File: config.mk
export PLATFORM = sky130hd
export DESIGN_NAME = alu_op_sequencer
export DESIGN_NICKNAME = d
export VERILOG_FILES = /design/src/rtl/alu_pkg.sv /design/src/rtl/alu_res_classify.sv /design/src/rtl/alu_op_sequencer.sv
export SDC_FILE = /design/constraint.sdc
export NUM_CORES = 1
export LEC_CHECK = 0
export ABC_AREA = 1
export CAP_MARGIN = 20
export CORE_MARGIN = 1
export CORE_UTILIZATION = 35
export DETAILED_ROUTE_END_ITERATION = 10
export DONT_BUFFER_PORTS = 1
export SETUP_SLACK_MARGIN = 0.4
export SYNTH_ARGS = -nofsm -noshare
export SYNTH_HDL_FRONTEND = slang
export SYNTH_HIERARCHICAL = 1
export SYNTH_SLANG_ARGS = --single-unit
File: constraint.sdc
create_clock -name clk -period 3.95 [get_ports clk]
set_input_delay 0.5925 -clock clk [delete_from_list [all_inputs] [get_ports clk]]
set_output_delay 0.5925 -clock clk [all_outputs]
set_load 0.05 [all_outputs]
File: src/rtl/alu_pkg.sv
// alu_pkg: shared widths, opcode constants and sequencer state encoding
//   DATA_W  operand / result width
//   SEL_W   opcode width
//   OP_*    opcode values understood by the external ALU
//   state_t sequencer FSM states
package alu_pkg;

    localparam int DATA_W = 9;
    localparam int SEL_W  = 4;

    localparam logic [SEL_W-1:0] OP_ADD = 4'd0;
    localparam logic [SEL_W-1:0] OP_SUB = 4'd1;
    localparam logic [SEL_W-1:0] OP_SHL = 4'd2;
    localparam logic [SEL_W-1:0] OP_SHR = 4'd3;
    localparam logic [SEL_W-1:0] OP_AND = 4'd4;
    localparam logic [SEL_W-1:0] OP_OR  = 4'd5;
    localparam logic [SEL_W-1:0] OP_XOR = 4'd6;
    localparam logic [SEL_W-1:0] OP_NOT = 4'd7;

    typedef enum logic [2:0] {
        S_IDLE,
        S_ISSUE,
        S_WAIT,
        S_CAPTURE,
        S_DONE
    } state_t;

endpackage

File: src/rtl/alu_res_classify.sv
// alu_res_classify: combinational flag/magnitude derivation for one ALU result
//   op   in   opcode that produced data
//   data in   raw ALU result
//   err  out  carry-out of add / shl (top bit set)
//   neg  out  subtract result is negative (top bit set)
//   mag  out  two's-complement magnitude when neg, else data
module alu_res_classify
    import alu_pkg::*;
(
    input  logic [SEL_W-1:0]  op,
    input  logic [DATA_W-1:0] data,
    output logic              err,
    output logic              neg,
    output logic [DATA_W-1:0] mag
);

    assign err = (op == OP_ADD || op == OP_SHL) && data[DATA_W-1];
    assign neg = (op == OP_SUB) && data[DATA_W-1];
    assign mag = neg ? -data : data;

endmodule

File: src/rtl/alu_op_sequencer.sv
// alu_op_sequencer: steps an external ALU through opcodes 0..LAST_OP and captures each result
//   Optional build macro ALU_OP_SEQUENCER_STOP_ON_ERR_EN: end the sequence at the first result with res_err.
//   clk, rst (sync, active-high)
//   start             request one sequence (honoured only in IDLE)
//   num1, num2        operands latched on an accepted start
//   alu_out           combinational ALU result for A, B, select
//   A, B, select      operands and opcode driven to the ALU
//   busy              high outside IDLE
//   res_valid         one-cycle pulse while res_* hold a fresh capture
//   res_op/data/mag   captured opcode, raw result, magnitude
//   res_err, res_neg  overflow / negative flags of the capture
//   done              one-cycle pulse at sequence end
module alu_op_sequencer
    import alu_pkg::*;
#(
    parameter int unsigned      HOLD_CYCLES = 1,
    parameter logic [SEL_W-1:0] LAST_OP     = 4'd7
) (
    input  logic              clk,
    input  logic              rst,
    input  logic              start,
    input  logic [DATA_W-1:0] num1,
    input  logic [DATA_W-1:0] num2,
    input  logic [DATA_W-1:0] alu_out,
    output logic [DATA_W-1:0] A,
    output logic [DATA_W-1:0] B,
    output logic [SEL_W-1:0]  select,
    output logic              busy,
    output logic              res_valid,
    output logic [SEL_W-1:0]  res_op,
    output logic [DATA_W-1:0] res_data,
    output logic [DATA_W-1:0] res_mag,
    output logic              res_err,
    output logic              res_neg,
    output logic              done
);

    localparam logic [3:0] HOLD = 4'(HOLD_CYCLES);

    state_t            state;
    state_t            state_next;
    logic [3:0]        cnt;
    logic              wait_last;
    logic              stop_err;
    logic              busy_d;
    logic              res_valid_d;
    logic              done_d;
    logic              cls_err;
    logic              cls_neg;
    logic [DATA_W-1:0] cls_mag;

    alu_res_classify u_cls (
        .op   (select),
        .data (alu_out),
        .err  (cls_err),
        .neg  (cls_neg),
        .mag  (cls_mag)
    );

    // Counter is loaded in ISSUE, so the WAIT cycle that sees 1 is the last one.
    assign wait_last = cnt == 4'd1;

`ifdef ALU_OP_SEQUENCER_STOP_ON_ERR_EN
    assign stop_err = res_err;
`else
    assign stop_err = 1'b0;
`endif

    always_ff @(posedge clk) begin
        if (rst)
            state <= S_IDLE;
        else
            state <= state_next;
    end

    always_comb begin
        state_next = state;
        case (state)
            S_IDLE:    state_next = start ? S_ISSUE : S_IDLE;
            S_ISSUE:   state_next = S_WAIT;
            S_WAIT:    state_next = wait_last ? S_CAPTURE : S_WAIT;
            S_CAPTURE: state_next = (select == LAST_OP || stop_err) ? S_DONE : S_ISSUE;
            S_DONE:    state_next = S_IDLE;
            default:   state_next = S_IDLE;
        endcase
    end

    // Status outputs are registered from the upcoming state so they align with it.
    always_comb begin
        busy_d      = state_next != S_IDLE;
        res_valid_d = state_next == S_CAPTURE;
        done_d      = state_next == S_DONE;
    end

    always_ff @(posedge clk) begin
        if (rst) begin
            A         <= '0;
            B         <= '0;
            select    <= '0;
            busy      <= 1'b0;
            res_valid <= 1'b0;
            res_op    <= '0;
            res_data  <= '0;
            res_mag   <= '0;
            res_err   <= 1'b0;
            res_neg   <= 1'b0;
            done      <= 1'b0;
            cnt       <= '0;
        end else begin
            busy      <= busy_d;
            res_valid <= res_valid_d;
            done      <= done_d;
            cnt       <= state == S_ISSUE ? HOLD : state == S_WAIT ? cnt - 4'd1 : cnt;
            if (state == S_IDLE && start) begin
                A      <= num1;
                B      <= num2;
                select <= '0;
            end
            if (state == S_CAPTURE && state_next == S_ISSUE)
                select <= select + 4'd1;
            if (state == S_WAIT && wait_last) begin
                res_op   <= select;
                res_data <= alu_out;
                res_mag  <= cls_mag;
                res_err  <= cls_err;
                res_neg  <= cls_neg;
            end
        end
    end

endmodule

==> qor.yml, run 1 <==
vdd_drop_max_mv: 0.2144
grt_util_met1: 0.1814
crit_slowest_cell: "nor2_2"
ctsHoldBuffers: 0
end_kind: "flop"
max_freq_mhz: 507.2
numCtsBuffers: 5
met2_usage: 0.2436
maxCapViolations: 0
port_buffers: 0
gr-total-overflow: 0
worstPathArrival_ns: 2.21
p_int_w: 0.0007612
start_util: 0.3606
synth_area_sq_um: 2450
cellLeakagePower_nw: 1.056
synth_nets: 378
ys_seq_elements: 56
drtAntennaViolNets: 0
fin_setup_tns_ns: 0
post-place-ws_ns: 2.024
hold_viol: 0
cts_setup_buffers: 0
layout_commonest_cell: "nand2_1"
tightest_slew_ns: 0.8167
use_met3: 0.04524
setup-violations-final: 0
die_h_um: 85.67
grt_max_degree: 32
switching_share: 0.3243
multiInputGateArea_sq_um: 1120
root_buffer: "clkbuf_8"
drc: 0
routabilityCongestion: 0.7544
clkPwrFrac: 0.280
ys_types: 24
drive_gt1_frac: 0.06250
wl_per_cell_um: 12.02
finalCriticalPeriod_ns: 1.972
crit_type: "reg -> reg"
ios: 79
slew_violations: 0
fin_crit_sh: 0.4992
place_hpwl_um: 3570
rsz0062_at_grt: "no"
h-tree-depth: 2
die-width_um: 85.67
drt_first_pass_iters: 4
finalPower_w: 0.001127
critPathMaxFanout: 23
nets: 369
seqCellArea_sq_um: 1121
crit_top_cell: "nand2_1"
core_area_sq_um: 6794
seqPwrFrac: 0.618
powerDensity_nw_per_um2: 439.2
busiest_layer: "met2"
utilization: 0.3775
antenna_found_initial: 0
yosysWarnings: 6
final_cell_mix: "nand2_1 (71), nor2_1 (68), dfxtp_1 (56)"
vias: 2049
skew_ns: 0.01291
status: "finished clean"
routed_wl_um: 5193
cp.required_ns: 4.19
avgViaCountPerCell: 4.743
hp-class: "in -> reg"
cts_tree: "built"
syn_to_final_growth_pct: 4.699
synth_cells: 344
fillerInstances: 723
die-area_sq_um: 7338
row_count: 30
path_cells: "nor2_2 > nand2_2 > nand3_1 > nand2_1 > nand2_1"
grt_pass1_wl_um: 8728
insertedDiodeCount: 0
grt_pass1_vias: 1927
yosysSeqAreaShare: 0.4576
fin_ws_ns: 1.978
clkTransAtPathRegs_ns: 0.11
critPathLaunchType: "flop"
track_usage: 0.1467
pwr-share-comb: 0.102
clk_latency_ns: 0.31
cts_buffer_depth: 2
drtIter0Drc: 64
cp_slowest_stage_delay_ns: 0.66
cts-resized-gates: 0
syn_area_per_cell_sq_um: 7.122
power.switching_w: 0.0003653
cts_sinks: 56
maxSlewHeadroom: 0.4550
layout make-up:
cell class / count / share of cell area
multi-input cells: 243 / 0.4366
clock inverters: 3 / 0.008780
clock buffers: 5 / 0.02683
repair buffers: 1 / 0.002927
flip-flops and latches: 56 / 0.4371
inverters: 28 / 0.04098
well taps: 96 / 0.04683
worst max-delay path: cells and delay by family (launching register included):
| kind | cells | cell delay [ns] |
|---|---|---|
| flops | 1 | 0.38 |
| simple gates | 5 | 1.53 |
registers in the layout, indices dropped and copies added, names as in the netlist:
signal and count:
res_data 9, A 9, res_op 4, cnt 4, state 3, B 9, done 1, res_valid 1
res_err 1, select 4, res_neg 1, busy 1, res_mag 9
metal layers:
metal | vias to the layer above | wire length (um)
li1 | 1068 | -
met1 | 923 | 2432
met2 | 53 | 2318
met3 | 5 | 374
met4 | 0 | 68
met5 | - | 0
power groups by stage:
stage          Clock (W)  Combinational, W  Sequential [W]
2_1_floorplan          0          0.000104        0.000704
3_3_place_gp           0          0.000113        0.000710
3_5_place_dp           0          0.000115        0.000710
4_1_cts         0.000329          0.000115        0.000697
5_1_grt         0.000352          0.000135        0.000700
6_report        0.000315          0.000115        0.000697
synth_stat cells (all sizes together):
library cell / number / area share
dfxtp: 56 / 0.46
buf: 10 / 0.031
ha: 4 / 0.020
xor2: 1 / 0.0036
nand2: 75 / 0.12
clkbuf: 7 / 0.012
o21ai: 29 / 0.059
nand4: 1 / 0.0026
nor2: 73 / 0.12
nand3: 35 / 0.076
a21boi: 1 / 0.0031
inv: 28 / 0.043
a21oi: 23 / 0.047
xnor2: 1 / 0.0036
cell families after synthesis:
group           Yosys count  synth area share
xor+xnor                  2          0.007151
fa+ha+maj                 4           0.02043
compound gates           53            0.1093
flops                    56            0.4576
buf+inv                  45           0.08529
simple gates            184            0.3202
metrics by stage:
step | cell area [sq um] | hold slack, ns | cells
2_1_floorplan | 2450 | 0.4359 | 344
3_3_place_gp | 2474 | 0.4487 | 424
3_5_place_dp | 2474 | 0.4526 | 424
4_1_cts | 2565 | 0.3221 | 432
5_1_grt | 2565 | 0.3087 | 432
6_report | 2565 | 0.3328 | 432
final timing paths:
kind	from	end	slack [ns]	depth (start not counted)
worst max register to register	state[2]	busy	1.98	5
worst max-delay path	state[2]	busy	1.98	5
worst min register to register	cnt[2]	cnt[2]	0.47	2
worst min-delay path	rst	A[8]	0.33	1
Note: power is estimated with default switching activity, not from simulation.
==> run 2, diff against run 1 <==
- clock period: 3.95 -> 1.6 ns (I/O delays scaled with it)
==> qor.yml, run 2 (synthesis gave the netlist of run 1 again) <==
status: "finished clean"
antenna_found_initial: 0
maxCapViolations: 0
syn_to_final_growth_pct: 33.10
clk_latency_ns: 0.32
end_kind: "flop"
start_util: 0.3606
crit_slowest_cell: "dfxtp_2"
h-tree-depth: 2
crit_type: "reg -> reg"
wl_per_cell_um: 13.18
fin_setup_tns_ns: 0
ios: 79
critPathLaunchType: "flop"
grt_pass1_wl_um: 9708
drc: 0
drtAntennaViolNets: 0
maxSlewHeadroom: 0.4577
routabilityCongestion: 0.8024
rsz0062_at_grt: "yes"
post-place-ws_ns: 0.1976
clkTransAtPathRegs_ns: 0.10
crit_top_cell: "inv_2"
critPathMaxFanout: 9
layout_commonest_cell: "nand2_1"
final_cell_mix: "nand2_1 (64), nor2_1 (57), dfxtp_2 (48)"
row_count: 30
skew_ns: 0.008347
worstPathArrival_ns: 1.52
cp_slowest_stage_delay_ns: 0.33
path_cells: "inv_2 > ha_4 > inv_2 > nor2_4 > nand2_4 > buf_12 > clkbuf_16 > o21ai_1 > nor2_1"
cts_buffer_depth: 2
die-width_um: 85.67
gr-total-overflow: 0
cellLeakagePower_nw: 1.346
cts_tree: "built"
numCtsBuffers: 5
hold_ws_ns: 0.05296
drive_gt1_frac: 0.4153
vdd_drop_max_mv: 0.5522
die_h_um: 85.67
place_hpwl_um: 3861
grt_max_degree: 23
die-area_sq_um: 7338
hold_viol: 0
routed_wl_um: 6088
track_usage: 0.1664
setup-violations-final: 0
drt_first_pass_iters: 4
insertedDiodeCount: 0
finalInstanceArea_sq_um: 3261
nets: 399
fin_crit_sh: 0.8087
max_freq_mhz: 772.8
cp.required_ns: 1.82
fin_ws_ns: 0.3060
avgViaCountPerCell: 4.835
core_area_sq_um: 6794
finalCriticalPeriod_ns: 1.294
cts_sinks: 56
tightest_slew_ns: 0.8134
grt_pass1_vias: 2044
port_buffers: 0
postPlaceCellArea_sq_um: 2611
hp-class: "in -> reg"
vias: 2234
powerDensity_nw_per_um2: 917.5
root_buffer: "clkbuf_8"
drtIter0Drc: 89
slew_violations: 0
fillerInstances: 683
## run 2: cell type report
| class | count | area (sq um) | area share |
|---|---|---|---|
| multi-input combinational | 244 | 1363 | 0.4179 |
| sequential | 56 | 1196 | 0.3668 |
| timing repair buffer | 30 | 372.9 | 0.1144 |
| tap | 96 | 120.1 | 0.03684 |
| inverter | 28 | 112.6 | 0.03454 |
| clock buffer | 6 | 82.58 | 0.02533 |
| clock inverter | 2 | 13.76 | 0.004221 |
## run 2: final timing paths
kind,cells past startpoint,to,startpoint,slack [ns]
max reg2reg,9,res_mag[4],cnt[1],0.31
min reg2reg,2,cnt[2],cnt[2],0.48
min,2,res_data[0],alu_out[0],0.05
max,9,res_mag[4],cnt[1],0.31
## run 2: report_power, final
group / switching, W / leakage [nW] / internal (W) / total (W)
combinational: 0.000243 / 0.814 / 0.000180 / 0.000423
clock: 0.000485 / 0.0516 / 0.000355 / 0.000840
sequential: 0.000254 / 0.480 / 0.00147 / 0.00173
total: 0.000982 / 1.35 / 0.00201 / 0.00299
## run 2: critical path, delay by kind of cell, from the launching register on
family | cells | cell delay, ns
simple gates | 3 | 0.22
buf+inv | 4 | 0.40
compound gates | 1 | 0.13
fa+ha+maj | 1 | 0.12
flops | 1 | 0.33
## run 2: stage by stage
step	util	power, W	cells
floorplan	-	0.001996	344
global placement	0.3843	0.002051	434
detailed placement	0.3843	0.002057	434
CTS	0.4530	0.002979	458
global route	0.4799	0.003138	462
finish	0.4799	0.002992	462
## run 2: metal layers
layer  GRT usage  part of all wire  vias to the layer above
met5           0                 0                        -
met4     0.05909             0.014                        0
met3     0.04235             0.052                        8
met2      0.2815              0.50                       49
met1      0.2054              0.44                     1046
li1            -                 -                     1131
## run 2: timing repair
item	in CTS	in global routing
gates resized for setup	94	47
cloned	3	1
hold buffers	1	0
endpoints found under the setup margin	74	60
hold endpoints to repair	22	0
pin swaps	10	10
setup buffers	12	3
==> run 3, diff against run 2 <==
- clock period: 1.6 -> 1.11 ns (I/O delays scaled with it)
==> qor.yml, run 3 (synthesis gave the netlist of run 1 again) <==
status: "finished with violations"
violations: "hold timing, setup timing"
drt_first_pass_iters: 4
grt_util_met1: 0.1988
track_usage: 0.1744
cellLeakagePower_nw: 1.650
max_freq_mhz: 730.2
crit_top_cell: "nor2_4"
clk_latency_ns: 0.31
die_h_um: 85.67
avgViaCountPerCell: 4.852
drtAntennaViolNets: 0
end_kind: "flop"
nets: 443
slew_violations: 0
crit_type: "reg -> reg"
ctsHoldBuffers: 7
row_count: 30
worstPathArrival_ns: 1.61
layout_commonest_cell: "nor2_1"
critPathTopFamily: "simple AND/OR/NAND/NOR gates"
clkTransAtPathRegs_ns: 0.10
rsz0062_at_grt: "yes"
routed_wl_um: 7100
finalInstanceArea_sq_um: 4050
drive_gt1_frac: 0.5829
grt_max_degree: 24
path_buf_inv: 1
powerDensity_nw_per_um2: 1125
wl_per_cell_um: 14.03
ios: 79
die-area_sq_um: 7338
insertedDiodeCount: 0
skew_ns: 0.01237
finalCriticalPeriod_ns: 1.369
grt_pass1_wl_um: 10230
hold_ws_ns: -0.1016
syn_to_final_growth_pct: 65.32
busiest_layer: "met2"
die-width_um: 85.67
place_hpwl_um: 4236
hp-class: "in -> reg"
setup-violations-final: 53
numCtsBuffers: 5
critPathMaxFanout: 8
met2_usage: 0.3178
critPathLaunchType: "flop"
crit_slowest_cell: "dfxtp_4"
h-tree-depth: 2
cts_tree: "built"
path_cells: "nor2_4 > nand2_2 > nor2_4 > buf_4 > nand3_2 > nand2_1 > o21ai_2 > nor2_1"
vias: 2455
routabilityCongestion: 0.8284
hold_viol: 22
postPlaceCellArea_sq_um: 2977
maxSlewHeadroom: 0.8112
final_cell_mix: "nor2_1 (52), dfxtp_4 (49), nand2_1 (40)"
drtIter0Drc: 92
use_met3: 0.04427
tightest_slew_ns: 0.2826
cts_buffer_depth: 2
drc: 0
vdd_drop_max_mv: 0.7142
cts_sinks: 56
start_util: 0.3606
fin_ws_ns: -0.2594
gr-total-overflow: 0
grt_pass1_vias: 2295
port_buffers: 0
maxCapViolations: 0
root_buffer: "clkbuf_8"
core_area_sq_um: 6794
antenna_found_initial: 0
cp.required_ns: 1.35
fin_crit_sh: 1.234
cp_slowest_stage_delay_ns: 0.36
utilization: 0.5961
run 3: cell count changes in the layout (fill, tap and decap cells not counted), moves of 7 or more:
| cell | before | now |
|---|---|---|
| dlygate4sd3_1 | 0 | 7 |
| a21oi_1 | 21 | 6 |
| buf_6 | 2 | 27 |
| dfxtp_2 | 48 | 5 |
| dfxtp_4 | 4 | 49 |
| nor2_4 | 8 | 16 |
| buf_4 | 17 | 25 |
| o21ai_1 | 6 | 13 |
| nand2_1 | 64 | 40 |
| a21oi_2 | 2 | 17 |
| nand2_2 | 5 | 22 |
| nand2_4 | 6 | 13 |
run 3: stage by stage:
stage          hold slack (ns)  power [W]  cells  setup TNS (ns)  setup slack, ns
6_report               -0.1016   0.004557    506          -5.554          -0.2594
5_1_grt                -0.1203   0.004771    506          -9.338          -0.3522
4_1_cts                -0.1205   0.004425    495          -3.870          -0.1482
3_5_place_dp            0.2324   0.003130    466          -4.585          -0.1629
3_3_place_gp            0.2307   0.003115    466          -3.860          -0.1374
2_1_floorplan           0.2259   0.002961    344          -1.430         -0.07705
run 3: timing repair:
| item | 4_1_cts | 5_1_grt |
|---|---|---|
| resized for setup | 140 | 81 |
| setup buffers | 11 | 8 |
| hold endpoints to repair | 29 | 22 |
| gates cloned | 3 | 3 |
| endpoints found under the setup margin | 105 | 105 |
| pin swaps | 19 | 35 |
run 3: final cells by class:
class | instances | area, sq um
clock buffer | 7 | 86.33
timing repair buffer | 71 | 772.0
fill | 576 | 2744
timing repair inverter | 3 | 48.80
clock inverter | 1 | 7.507
sequential | 56 | 1311
multi-input combinational | 244 | 1584
inverter | 28 | 120.1
tap | 96 | 120.1
run 3: metal layers:
metal	wire, um	vias up
li1	-	1226
met1	2822	1144
met2	3704	71
met3	407	14
met4	164	0
met5	0	-
run 3: path summary, 6_finish.rpt:
| check | from | endpoint | slack [ns] | cells after the start |
|---|---|---|---|---|
| worst max-delay path | select[2] | res_mag[7] | -0.26 | 8 |
| worst max register to register | select[2] | res_mag[7] | -0.26 | 8 |
| worst min register to register | cnt[2] | cnt[2] | 0.47 | 2 |
| worst min-delay path | rst | B[4] | -0.10 | 1 |
run 3: where the power goes:
group | total (W) | switching (W) | leakage [nW] | internal, W
clock | 0.00116 | 0.000654 | 0.0445 | 0.000509
combinational | 0.000957 | 0.000503 | 1.11 | 0.000454
sequential | 0.00244 | 0.000370 | 0.495 | 0.00207
